### config.mk
export PLATFORM = sky130hd
export DESIGN_NAME = operand_fetch
export DESIGN_NICKNAME = d
export VERILOG_FILES = /design/src/rtl/operand_fetch.sv
export SDC_FILE = /design/constraint.sdc
export NUM_CORES = 1
export LEC_CHECK = 0
export CORE_ASPECT_RATIO = 1.75
export CORE_MARGIN = 2
export CORE_UTILIZATION = 50
export CTS_CLUSTER_SIZE = 16
export DETAILED_ROUTE_END_ITERATION = 8
export PLACE_DENSITY = 0.85
export SLEW_MARGIN = 25
export SYNTH_ARGS = -nofsm -noshare
export SYNTH_HDL_FRONTEND = slang
export SYNTH_SLANG_ARGS = --single-unit
export TNS_END_PERCENT = 10
### constraint.sdc
create_clock -name clk -period 5.7 [get_ports clk]
set_input_delay 1.14 -clock clk [delete_from_list [all_inputs] [get_ports clk]]
set_output_delay 1.14 -clock clk [all_outputs]
set_load 0.05 [all_outputs]
### src/rtl/operand_fetch.sv
// operand_fetch: issue stage with pending-write scoreboard, writeback forwarding and one-entry output register
module operand_fetch (
  input  logic        clk,
  input  logic        rst,
  input  logic        in_valid,
  output logic        in_ready,
  input  logic [4:0]  in_rs0,
  input  logic [4:0]  in_rs1,
  input  logic [4:0]  in_rd,
  input  logic        in_wen,
  output logic [4:0]  r_reg0,
  output logic [4:0]  r_reg1,
  input  logic [31:0] r_dat0,
  input  logic [31:0] r_dat1,
  input  logic        wb_valid,
  input  logic [4:0]  wb_reg,
  input  logic [31:0] wb_dat,
  output logic        out_valid,
  input  logic        out_ready,
  output logic [31:0] out_op0,
  output logic [31:0] out_op1,
  output logic [4:0]  out_rd,
  output logic        out_wen
);
  logic [31:0] pending_q, pending_d;
  logic        out_valid_q, out_valid_d, out_wen_q, out_wen_d;
  logic [31:0] out_op0_q, out_op0_d, out_op1_q, out_op1_d;
  logic [4:0]  out_rd_q, out_rd_d;
  logic        fwd0, fwd1, fwdd, haz0, haz1, hazd, stall, acc, set_rd;
  assign r_reg0 = in_rs0;
  assign r_reg1 = in_rs1;
  always_comb begin
    fwd0 = wb_valid && wb_reg == in_rs0;
    fwd1 = wb_valid && wb_reg == in_rs1;
    fwdd = wb_valid && wb_reg == in_rd;
    haz0 = in_rs0 != 5'd0 && pending_q[in_rs0] && !fwd0;
    haz1 = in_rs1 != 5'd0 && pending_q[in_rs1] && !fwd1;
    hazd = in_wen && in_rd != 5'd0 && pending_q[in_rd] && !fwdd;
    stall = haz0 || haz1 || hazd;
    in_ready = !rst && !stall && (!out_valid_q || out_ready);
    acc = in_valid && in_ready;
    set_rd = acc && in_wen && in_rd != 5'd0;
    out_valid_d = acc ? 1'b1 : (out_ready ? 1'b0 : out_valid_q);
    out_op0_d = !acc ? out_op0_q : (in_rs0 == 5'd0 ? 32'd0 : (fwd0 ? wb_dat : r_dat0));
    out_op1_d = !acc ? out_op1_q : (in_rs1 == 5'd0 ? 32'd0 : (fwd1 ? wb_dat : r_dat1));
    out_rd_d = acc ? in_rd : out_rd_q;
    out_wen_d = acc ? (in_wen && in_rd != 5'd0) : out_wen_q;
    // set after clear so a same-index writeback never drops a fresh reservation
    pending_d = pending_q;
    if (wb_valid) pending_d[wb_reg] = 1'b0;
    if (set_rd) pending_d[in_rd] = 1'b1;
    pending_d[0] = 1'b0;
  end
  always_ff @(posedge clk) begin
    if (rst) begin
      pending_q <= '0;
      out_valid_q <= 1'b0;
      out_op0_q <= '0;
      out_op1_q <= '0;
      out_rd_q <= '0;
      out_wen_q <= 1'b0;
    end else begin
      pending_q <= pending_d;
      out_valid_q <= out_valid_d;
      out_op0_q <= out_op0_d;
      out_op1_q <= out_op1_d;
      out_rd_q <= out_rd_d;
      out_wen_q <= out_wen_d;
    end
  end
  assign out_valid = out_valid_q;
  assign out_op0 = out_op0_q;
  assign out_op1 = out_op1_q;
  assign out_rd = out_rd_q;
  assign out_wen = out_wen_q;
endmodule

* Yosys cells after proc, flatten, opt, wreduce, memory -nomap -nowiden
Index checks and enable logic that the tools add are counted.
Cells by class: muxes and demuxes 18, reductions and logical operators 32, order comparisons 6, equal/unequal tests 3, bitwise gates (word level) 3
Operators by type and width (count):
- 32-bit two-way mux | 6
- 32-bit bitwise AND | 1
- 32-bit NOT | 1
- 32-bit bitwise OR | 1
- 5-bit by 6-bit < comparator with 1-bit output (second input constant) | 4
- 1-bit logical AND | 17
- 1-bit binary-select mux with 5-bit select | 3
- 5-bit equality test | 3
- 5-bit nonzero test | 3
- 1-bit demux with 5-bit select | 2
- 5-bit by 1-bit greater-or-equal comparator with 1-bit output (second input constant) | 2
- 5-bit zero test | 2
- 1-bit two-way mux | 7
- 1-bit zero test | 6
- 1-bit logical OR | 3
- 2-bit nonzero test | 1
Storage, ports and cells: register bits 103, output and inout bits 82

* Depth between registers and ports, before layout
Gate-level depths: netlist of the first run.
depth in word-level cells 13, depth in mapped cells 10, gate-level depth less buffers 6

* Least setup slack after synthesis of the first run
Ideal clock, no wire load.
path type input -> output, start input port in_rd[0], end output port in_ready, slack 0.960 ns, stages on the path 8, arrival time 3.600 ns, path buffers 2, data required time 4.560 ns, path through buf_2 buf_2 mux4_2 a22oi_1 o221ai_1 o21ai_2 nand2_1 nor3_1
Between the ends: cells in the longest elaborated chain, start to end 8, elaborated cells on any way between the ends 13
RTL lines:
- from (decl) | line 9 | input logic [4:0] in_rd,
- 1-bit binary-select mux with 5-bit select (tied with other cells) | line 38 | hazd = in_wen && in_rd != 5'd0 && pending_q[in_rd] && !fwdd;
- 1-bit two-way mux (not written as such) (tied with other cells) | line 38
- 1-bit logical AND / 1-bit zero test (equally long branches) | line 38
- 1-bit logical AND (*) | line 38
- 1-bit logical OR (*) | line 39 | stall = haz0 || haz1 || hazd;
- 1-bit zero test (*) | line 40 | in_ready = !rst && !stall && (!out_valid_q || out_ready);
- 1-bit logical AND (*) (2 in a row) | line 40
- to (decl) | line 6 | output logic in_ready,
Mark *: on every way between the ends. The rest lies on a longest branch, timed or not. The select of a mux whose other input is x is not followed.

* Worst setup path in the final report of the first run
start input port in_rs0[0], end output port in_ready
Between the ends: cells in the longest elaborated chain, start to end 9, elaborated cells on any way between the ends 13
RTL lines:
- from (decl) | line 7 | input logic [4:0] in_rs0,
- 1-bit binary-select mux with 5-bit select / 5-bit equality test (equally long branches) | line 36, 33
- 1-bit two-way mux (not written as such) / 1-bit logical AND (equally long branches) | line 36, 33
- 1-bit logical AND / 1-bit zero test (equally long branches) | line 36 | haz0 = in_rs0 != 5'd0 && pending_q[in_rs0] && !fwd0;
- 1-bit logical AND (*) | line 36
- 1-bit logical OR (*) (2 in a row) | line 39
- 1-bit zero test (*) | line 40
- 1-bit logical AND (*) (2 in a row) | line 40
Marked as above.

==> impl_metrics.py, run 1 <==
metrics = {
    "detailed_routing": {
        "wl_per_cell_um": 20.32,
        "routed_wl_mm": 19.85,
        "route.met2.wl_mm": 10.90,
        "via_per_inst": 5.922,
        "wl_met3_mm": 1.287,
        "drt-met1-wl_mm": 6.688,
        "drt_pass1_iterations": 6,
        "postRouteAntennaNets": 0,
        "highest_layer": "met4",
        "drc": 0,
        "num_vias": 5786,
        "first_iter_violations": 445,
    },
    "synthesis": {
        "synth_most_common_cell": "nand2_1",
        "synth_top_family_by_area": "multiplexers",
        "yosysWarnings": 0,
        "synthCells": 646,
        "synthTopCellsByArea": "dfxtp_1 (33%), mux2_2 (13%), mux2i_1 (12%)",
        "yosysUniqueCellTypes": 49,
        "synth-simple-area-share_pct": 15.92,
        "seq_area_frac_synth_pct": 32.96,
        "syn_avg_cell_area_sq_um": 9.589,
        "synth_commonest_cells": "nand2_1 (139), dfxtp_1 (102), mux2_2 (73), mux2i_1 (73), clkbuf_1 (35)",
        "async_flop_share_pct": 0,
        "synth.area.mux_share_pct": 31.67,
        "synth_fp_nets": 768,
        "ys_dominant_reg_cell": "dfxtp_1",
        "netlist_area_sq_um": 6195,
        "synth_edf_count": 0,
        "synth_top_area_share_pct": 32.96,
        "synth_fa_ha_area_share_pct": 0,
        "synth-xor-area-share_pct": 2.121,
        "synth_top_area_cell": "dfxtp_1",
        "ys_ff_latch": 102,
        "synth_compound_area_share_pct": 10.73,
    },
    "sta": {
        "hold_viol": 0,
        "relSlewSlack_pct": 35.46,
        "finalSetupViolCount": 0,
        "timing.fmax_mhz": 204.9,
        "worstMarginPinSlew_ns": 0.9681,
        "setup_slack_ns": 0.8205,
        "drv_slew": 0,
        "tns_ns": 0,
        "min_period_ns": 4.880,
        "rsz0062_at_grt": "no",
        "skew_ns": 0.01274,
        "min_period_over_period_pct": 85.61,
    },
    "die": {
        "core_sq_um": 12070,
        "die-area_sq_um": 13330,
        "start_util_pct": 51.33,
        "std_cell_rows": 53,
        "io_pins": 204,
        "die_h_um": 151.2,
        "die_w_um": 88.14,
    },
    "clocking": {
        "cts.hold.buffers_added": 0,
        "path_clk_slew_ns": 0.07,
        "cts_tree": "done",
        "cts_setup_buffers": 0,
        "numCtsBuffers": 9,
        "cts_buffer_depth": 2,
        "cts_max_level": 3,
        "clock_latency_ns": 0.34,
        "cts_resized": 0,
        "clockRootBuffer": "clkbuf_16",
        "clock_sinks": 102,
    },
    "cells_and_area": {
        "fin_cells": 977,
        "syn_to_final_growth_pct": 36.80,
        "finish.instance_area_sq_um": 8474,
        "nFillCells": 940,
        "nNetsFinal": 930,
        "drive_gt1_share_pct": 17.73,
        "n_antenna_cell": 0,
        "final_util_pct": 70.22,
    },
    "pwr": {
        "p_leak_nw": 3.379,
        "irDropWorstVdd_mv": 0.1396,
        "cellPowerDensity_nw_per_um2": 213.3,
    },
    "placed_design": {
        "gp_congestion": 1.051,
        "dp_cells": 962,
        "place_ws_ns": 0.8044,
        "hpwlAfterDp_mm": 14.81,
        "port_buffers": 203,
        "placed_area_sq_um": 8177,
    },
    "hold_path": {
        "worstHoldPathType": "reg2reg",
    },
    "grt": {
        "overflow": 0,
        "grt_usage_pct": 29.12,
        "grt_max_degree": 95,
        "antenna_found_initial": 0,
        "grt_pass1_vias": 5949,
        "grt_pass1_wl_mm": 29.72,
    },
    "setup_path": {
        "arrival_ns": 3.74,
        "end_kind": "output pin",
        "critPathRequiredTime_ns": 4.56,
        "path_max_fanout": 14,
        "worstSetupStartpointType": "primary input",
        "crit_type": "in2out",
    },
    "run_status": {
        "run_status": "completed",
    },
    "flow_run": {
        "cap_violations": 0,
    },
}
[cell type report]
| cell class | instances | area, sq um | share of cell area [%] |
|---|---|---|---|
| clock buffer | 11 | 242.7 | 2.864 |
| tap | 165 | 206.4 | 2.436 |
| multi-input combinational | 469 | 3756 | 44.32 |
| timing repair buffer | 218 | 2142 | 25.28 |
| sequential | 102 | 2042 | 24.10 |
| inverter | 8 | 30.03 | 0.3543 |
| clock inverter | 4 | 55.05 | 0.6496 |
[worst paths after layout]
path	startpoint	to	slack (ns)	depth (start not counted)
worst max-delay path	in_rs0[0]	in_ready	0.82	7
worst min register to register	out_op1[27]	out_op1[27]	0.46	2
worst max register to register	pending_q[12]	out_op1[3]	2.67	7
worst min-delay path	out_op1[27]	out_op1[27]	0.46	2
[layer usage]
metal | track usage, % | vias up
met5 | 0 | -
li1 | - | 2631
met1 | 29.85 | 2777
met4 | 16.06 | 0
met3 | 5.722 | 77
met2 | 53.79 | 301
[metrics by stage]
stage / hold slack [ns] / power (W)
finish: 0.4608 / 0.001807
global route: 0.4874 / 0.001865
CTS: 0.4648 / 0.001816
detailed placement: 0.4541 / 0.001198
global placement: 0.4441 / 0.001191
floorplan: 0.4811 / 0.001022
[kinds of logic after synthesis]
| family | count (synthesis) |
|---|---|
| simple gates | 210 |
| xor+xnor | 15 |
| flops | 102 |
| mux | 165 |
| buf+inv | 75 |
| compound gates | 79 |
[critical path: stages]
cell,delay [ns]
clkdlybuf4s50_1,0.96
mux4_2,0.58
mux2_2,0.28
a221oi_2,0.26
nor4_1,0.09
nor3_1,0.19
buf_4,0.22
[flip-flops by register name, indices dropped and copies added, names as in the netlist]
| register | cells |
|---|---|
| out_rd | 5 |
| pending_q | 31 |
| out_wen | 1 |
| out_op1 | 32 |
| out_op0 | 32 |
| out_valid | 1 |
[cells in the final DEF, fill, tap and decap left out, types with 9 or more instances in the layout]
master           netlist  layout
buf_4                 11      16
clkbuf_16              0       9
clkdlybuf4s50_1        0     202
dfxtp_1              102     102
mux2_2                73      73
mux2i_1               73      73
mux4_2                17      17
nand2_1              139     139
nand3b_1              11      11
nor2b_1                9       9
o211ai_1              27      27
o31ai_1               14      14
o31ai_2               11      11
xor2_1                12      12
[where the power goes]
| part | internal, W | switching, W |
|---|---|---|
| Sequential | 0.000735 | 0.0000124 |
| Combinational | 0.000194 | 0.000244 |
| Clock | 0.000354 | 0.000268 |
| Total | 0.00128 | 0.000524 |
No activity file was read; power rests on OpenSTA's default activity.
==> run 2, diff against run 1 <==
==> constraint.sdc (replaced) <==
create_clock -name clk -period 6.3 [get_ports clk]
set_input_delay 1.26 -clock clk [delete_from_list [all_inputs] [get_ports clk]]
set_output_delay 1.26 -clock clk [all_outputs]
set_load 0.05 [all_outputs]
==> run 2 against run 1 <==
Critical path type unchanged. Largest cell class unchanged. Clock-buffer cell count fell by 1. Register-to-register slack better by 0.92 ns. Die area unchanged. Critical endpoint unchanged. Cell count unchanged. Worst setup slack got worse by 0.13 ns. Clock power fell by 7.4%. Sequential power decreased by 9.5%. Utilization hardly changed.
==> impl_metrics.py, run 2 (same netlist as run 1, synthesis figures left out) <==
metrics = {
    "hold_path": {
        "hold_path.startpoint": "out_op1[7]",
        "min_to": "out_op1[7]",
        "worstHoldPathType": "reg2reg",
        "holdPathStages": 2,
    },
    "placed_design": {
        "gp_congestion": 0.9617,
        "port_buffers": 203,
        "hpwlAfterDp_mm": 14.59,
        "place_ws_ns": 0.7120,
    },
    "sta": {
        "relSlewSlack_pct": 33.39,
        "min_period_over_period_pct": 89.01,
        "skew_ns": 0.009300,
        "hold_viol": 0,
        "worstMarginPinSlew_ns": 0.9991,
        "setup_slack_ns": 0.6923,
        "tns_ns": 0,
        "finalSetupViolCount": 0,
        "min_period_ns": 5.608,
        "timing.fmax_mhz": 178.3,
        "drv_slew": 0,
        "rsz0062_at_grt": "no",
    },
    "cells_and_area": {
        "regArea_sq_um": 2042,
        "syn_to_final_growth_pct": 36.86,
        "nNetsFinal": 929,
        "nFillCells": 933,
        "final_cell_mix": "clkdlybuf4s50_1 (203), nand2_1 (139), dfxtp_1 (102)",
        "multi_input_area_sq_um": 3756,
        "drive_gt1_share_pct": 17.73,
        "n_antenna_cell": 0,
        "final_common_cell": "clkdlybuf4s50_1",
    },
    "clocking": {
        "cts_resized": 0,
        "clockRootBuffer": "clkbuf_16",
        "cts_setup_buffers": 0,
        "cts.hold.buffers_added": 0,
        "cts_buffer_depth": 2,
        "path_clk_slew_ns": 0.07,
        "cts_max_level": 3,
        "clock_sinks": 102,
        "cts_tree": "done",
        "numCtsBuffers": 9,
        "clock_latency_ns": 0.35,
    },
    "die": {
        "std_cell_rows": 53,
        "die_h_um": 151.2,
        "start_util_pct": 51.33,
        "io_pins": 204,
        "die_w_um": 88.14,
        "core_sq_um": 12070,
        "die-area_sq_um": 13330,
    },
    "pwr": {
        "combPwrFrac_pct": 24.0,
        "p_leak_nw": 3.376,
        "cellPowerDensity_nw_per_um2": 194.3,
        "internal_power_w": 0.001162,
        "swShare_pct": 29.46,
        "irDropWorstVdd_mv": 0.1961,
        "seqPwrFrac_pct": 41.0,
        "pwr-share-clk_pct": 35.0,
        "p_sw_w": 0.0004852,
    },
    "grt": {
        "grt_usage_pct": 29.55,
        "overflow": 0,
        "grt_max_degree": 96,
        "grt_pass1_wl_mm": 30.28,
        "grt_pass1_vias": 5762,
        "antenna_found_initial": 0,
    },
    "detailed_routing": {
        "drt_pass1_iterations": 5,
        "first_iter_violations": 419,
        "postRouteAntennaNets": 0,
        "num_vias": 5700,
        "via_per_inst": 5.834,
        "routed_wl_mm": 19.81,
        "wl_per_cell_um": 20.28,
        "drc": 0,
    },
    "setup_path": {
        "timing.rr.start": "pending_q[29]",
        "ff2ff_path_depth": 7,
        "r2r_end": "pending_q[12]",
        "regToRegSetupSlack_ns": 3.59,
        "path_max_fanout": 10,
        "arrival_ns": 4.35,
        "worstSetupStartpointType": "primary input",
        "critPathRequiredTime_ns": 5.04,
        "end_kind": "output pin",
        "crit_type": "in2out",
    },
    "flow_run": {
        "cap_violations": 0,
    },
    "run_status": {
        "run_status": "completed",
    },
}
[run 2: cell count changes in the layout (fill, tap and decap cells not counted), sizes merged]
cell and delta:
clkbuf -1, clkinvlp +1, clkdlybuf4s50 +1, clkinv +1, buf -2
[run 2: power by group through the flow]
stage,Clock (W),Combinational [W],Sequential (W)
2_1_floorplan,0,0.000166,0.000758
3_3_place_gp,0,0.000388,0.000689
3_5_place_dp,0,0.000394,0.000691
4_1_cts,0.000584,0.000396,0.000676
5_1_grt,0.000605,0.000417,0.000678
6_report,0.000576,0.000396,0.000676
[run 2: final cells by class]
class / count / area share, %
Sequential cell: 102 / 24.09
Clock inverter: 6 / 0.7969
Timing Repair Buffer: 217 / 25.21
Inverter: 8 / 0.3542
Clock buffer: 10 / 2.819
Tap cell: 165 / 2.435
Multi-Input combinational cell: 469 / 44.30
[run 2: how the worst max path moves through the flow]
stage | from | cells past startpoint | endpoint | slack [ns]
after detailed placement | in_rs1[0] | 9 | in_ready | 0.71
final | in_rs1[0] | 9 | in_ready | 0.69
after CTS | in_rs1[0] | 9 | in_ready | 0.71
after floorplan | in_rd[0] | 8 | in_ready | 1.32
after global routing | in_rd[1] | 8 | in_ready | 0.59
after global placement | in_rs1[0] | 8 | in_ready | 0.76
[run 2: critical path, stage by stage]
cell and delay, ns:
clkdlybuf4s50_1 0.85, buf_4 0.27, mux2i_1 0.21, nand3b_1 0.09
a41oi_1 0.41, a2111o_1 0.22, nand2_1 0.07, nor3_1 0.14
clkdlybuf4s50_1 0.82
[run 2: metal layers]
metal,routed length (um),vias up,global-route usage (%),share of wire (%)
li1,-,2634,-,-
met2,10720,250,54.20,54
met5,0,-,0,0
met1,6867,2752,31.33,35
met4,930,0,13.33,4.7
met3,1293,64,6.812,6.5
[run 2: per-stage QoR]
stage	power [W]	cell area (sq um)	hold WS [ns]	instances	util [%]
3_3_place_gp	0.001078	8172	0.4436	961	67.71
6_report	0.001647	8478	0.4560	977	70.25
3_5_place_dp	0.001084	8172	0.4534	961	67.71
5_1_grt	0.001700	8478	0.4795	977	70.25
4_1_cts	0.001656	8478	0.4610	977	70.25
2_1_floorplan	0.0009246	6195	0.4811	646	-
==> run 3, diff against run 2 <==
--- a/config.mk
+++ b/config.mk
@@ -5,12 +5,14 @@
 export SDC_FILE = /design/constraint.sdc
 export NUM_CORES = 1
 export LEC_CHECK = 0
+export CAP_MARGIN = 30
 export CORE_ASPECT_RATIO = 1.75
 export CORE_MARGIN = 2
-export CORE_UTILIZATION = 50
+export CORE_UTILIZATION = 25
 export CTS_CLUSTER_SIZE = 16
 export DETAILED_ROUTE_END_ITERATION = 8
-export PLACE_DENSITY = 0.85
+export GPL_TIMING_DRIVEN = 1
+export PLACE_DENSITY = 0.48
 export SLEW_MARGIN = 25
 export SYNTH_ARGS = -nofsm -noshare
 export SYNTH_HDL_FRONTEND = slang
==> run 3 against run 2 <==
Sequential share of layout area shrank 0.64 points. Non-clock buffer count grew 2. Register-to-register slack lost 0.47 ns. Sequential power is essentially flat. Maximum frequency shrank 1.5%. Die area grew 96%. Combinational power grew 1%. Utilization shrank 35 points. Flip-flop and latch count is the same. Clock power grew 3.8%. Clock skew grew 0.0035 ns.
==> impl_metrics.py, run 3 (same netlist as run 1, synthesis figures left out) <==
metrics = {
    "run_status": {
        "run_status": "completed",
    },
    "setup_path": {
        "critPathRequiredTime_ns": 5.04,
        "crit_path_top_delay_cell": "clkdlybuf4s50_1",
        "crit_type": "in2out",
        "end_kind": "output pin",
        "arrival_ns": 4.44,
        "path_max_fanout": 10,
        "cpPeakStageDelay_ns": 0.83,
        "path_common_cell": "clkdlybuf4s50_1",
        "cp_cell_sequence": "clkdlybuf4s50_1, buf_4, mux2_4, a221o_1, a221oi_2, nor4_1, nor3_1, clkdlybuf4s50_1",
        "worstSetupStartpointType": "primary input",
    },
    "grt": {
        "grt_pass1_vias": 5781,
        "grt_pass1_wl_mm": 34.06,
        "overflow": 0,
        "grt_usage_pct": 17.32,
        "antenna_found_initial": 1,
        "grt_max_degree": 62,
    },
    "cells_and_area": {
        "nNetsFinal": 931,
        "nFillCells": 2563,
        "drive_gt1_share_pct": 17.86,
        "final_common_cell": "clkdlybuf4s50_1",
        "regArea_sq_um": 2042,
        "syn_to_final_growth_pct": 40.62,
        "finish.instance_area_sq_um": 8711,
        "multi_input_area_sq_um": 3759,
        "fin_cells": 1125,
        "final_cell_mix": "clkdlybuf4s50_1 (203), nand2_1 (139), dfxtp_1 (102)",
    },
    "clocking": {
        "cts_max_level": 3,
        "path_clk_slew_ns": 0.07,
        "cts.hold.buffers_added": 0,
        "cts_setup_buffers": 0,
        "clock_latency_ns": 0.35,
        "clockRootBuffer": "clkbuf_16",
        "cts_buffer_depth": 2,
        "clock_sinks": 102,
        "numCtsBuffers": 9,
        "cts_tree": "done",
        "cts_resized": 0,
    },
    "hold_path": {
        "worstHoldPathType": "reg2reg",
    },
    "sta": {
        "drv_slew": 0,
        "rsz0062_at_grt": "no",
        "min_period_ns": 5.696,
        "relSlewSlack_pct": 36.50,
        "setup_slack_ns": 0.6043,
        "hold_viol": 0,
        "holdWs_ns": 0.4573,
        "min_period_over_period_pct": 90.41,
        "finalSetupViolCount": 0,
        "tns_ns": 0,
        "worstMarginPinSlew_ns": 0.9525,
        "timing.fmax_mhz": 175.6,
        "skew_ns": 0.01275,
    },
    "detailed_routing": {
        "postRouteAntennaNets": 0,
        "first_iter_violations": 208,
        "via_per_inst": 4.908,
        "route.met2.wl_mm": 12.30,
        "drc": 0,
        "routed_wl_mm": 22.43,
        "wl_per_cell_um": 19.94,
        "drt-met1-wl_mm": 8.148,
        "num_vias": 5522,
        "wl_met3_mm": 1.019,
        "drt_pass1_iterations": 4,
        "highest_layer": "met4",
    },
    "die": {
        "io_pins": 204,
        "die_w_um": 123.0,
        "core_sq_um": 24530,
        "die_h_um": 212.2,
        "start_util_pct": 25.25,
        "die-area_sq_um": 26100,
        "std_cell_rows": 76,
    },
    "pwr": {
        "cellPowerDensity_nw_per_um2": 192.3,
        "irDropWorstVdd_mv": 0.1142,
        "p_leak_nw": 3.400,
    },
    "placed_design": {
        "hpwlAfterDp_mm": 16.72,
        "place_ws_ns": 0.5720,
        "dp_cells": 1110,
        "placed_area_sq_um": 8406,
        "port_buffers": 203,
        "gp_congestion": 0.9068,
    },
    "flow_run": {
        "cap_violations": 0,
    },
}
## run 3: cell count changes in the layout (fill, tap and decap cells not counted)
cell,previous run,this run
inv_6,2,0
and3_2,0,2
clkbuf_1,0,1
and3_1,4,2
buf_12,0,1
bufinv_16,1,2
clkinv_4,0,1
buf_16,0,1
clkbuf_8,1,0
clkinvlp_4,2,0
diode_2,0,1
## run 3: per-layer routing
layer  up-vias  global-route usage, %
li1       2637                      -
met1      2644                  18.07
met2       192                  32.20
met3        49                  3.246
met4         0                  8.856
met5         -                      0
## run 3: final timing paths
kind,startpoint,cells past startpoint,endpoint,slack [ns]
min,out_op1[2],2,out_op1[2],0.46
max,in_rs0[0],8,in_ready,0.60
min reg2reg,out_op1[2],2,out_op1[2],0.46
max reg2reg,pending_q[12],7,out_op1[11],3.12
## run 3: final cells by class
class	instances	area share (%)
multi-input combinational	469	43.15
timing repair buffer	219	25.08
sequential	102	23.44
tap	312	4.481
clock buffer	10	2.629
clock inverter	4	0.8475
inverter	8	0.3447
antenna	1	0.02873
## run 3: where the power goes
part           switching [W]  internal [W]
combinational       0.000222      0.000179
clock               0.000253      0.000345
sequential         0.0000108      0.000665
total               0.000486       0.00119
## run 3: worst max-delay path: cells and delay by family
kind                   cells  cell delay, ns
muxes                      1            0.30
AOI/OAI and AO/OA          2            0.65
buffers and inverters      3            1.91
and+or+nand+nor            2            0.31
## run 3: metrics by stage
stage               total power (W)  utilization [%]
detailed placement         0.001095            34.26
CTS                        0.001704            35.50
finish                     0.001675            35.51
global placement           0.001094            34.15
floorplan                 0.0009246                -
global route               0.001747            35.51
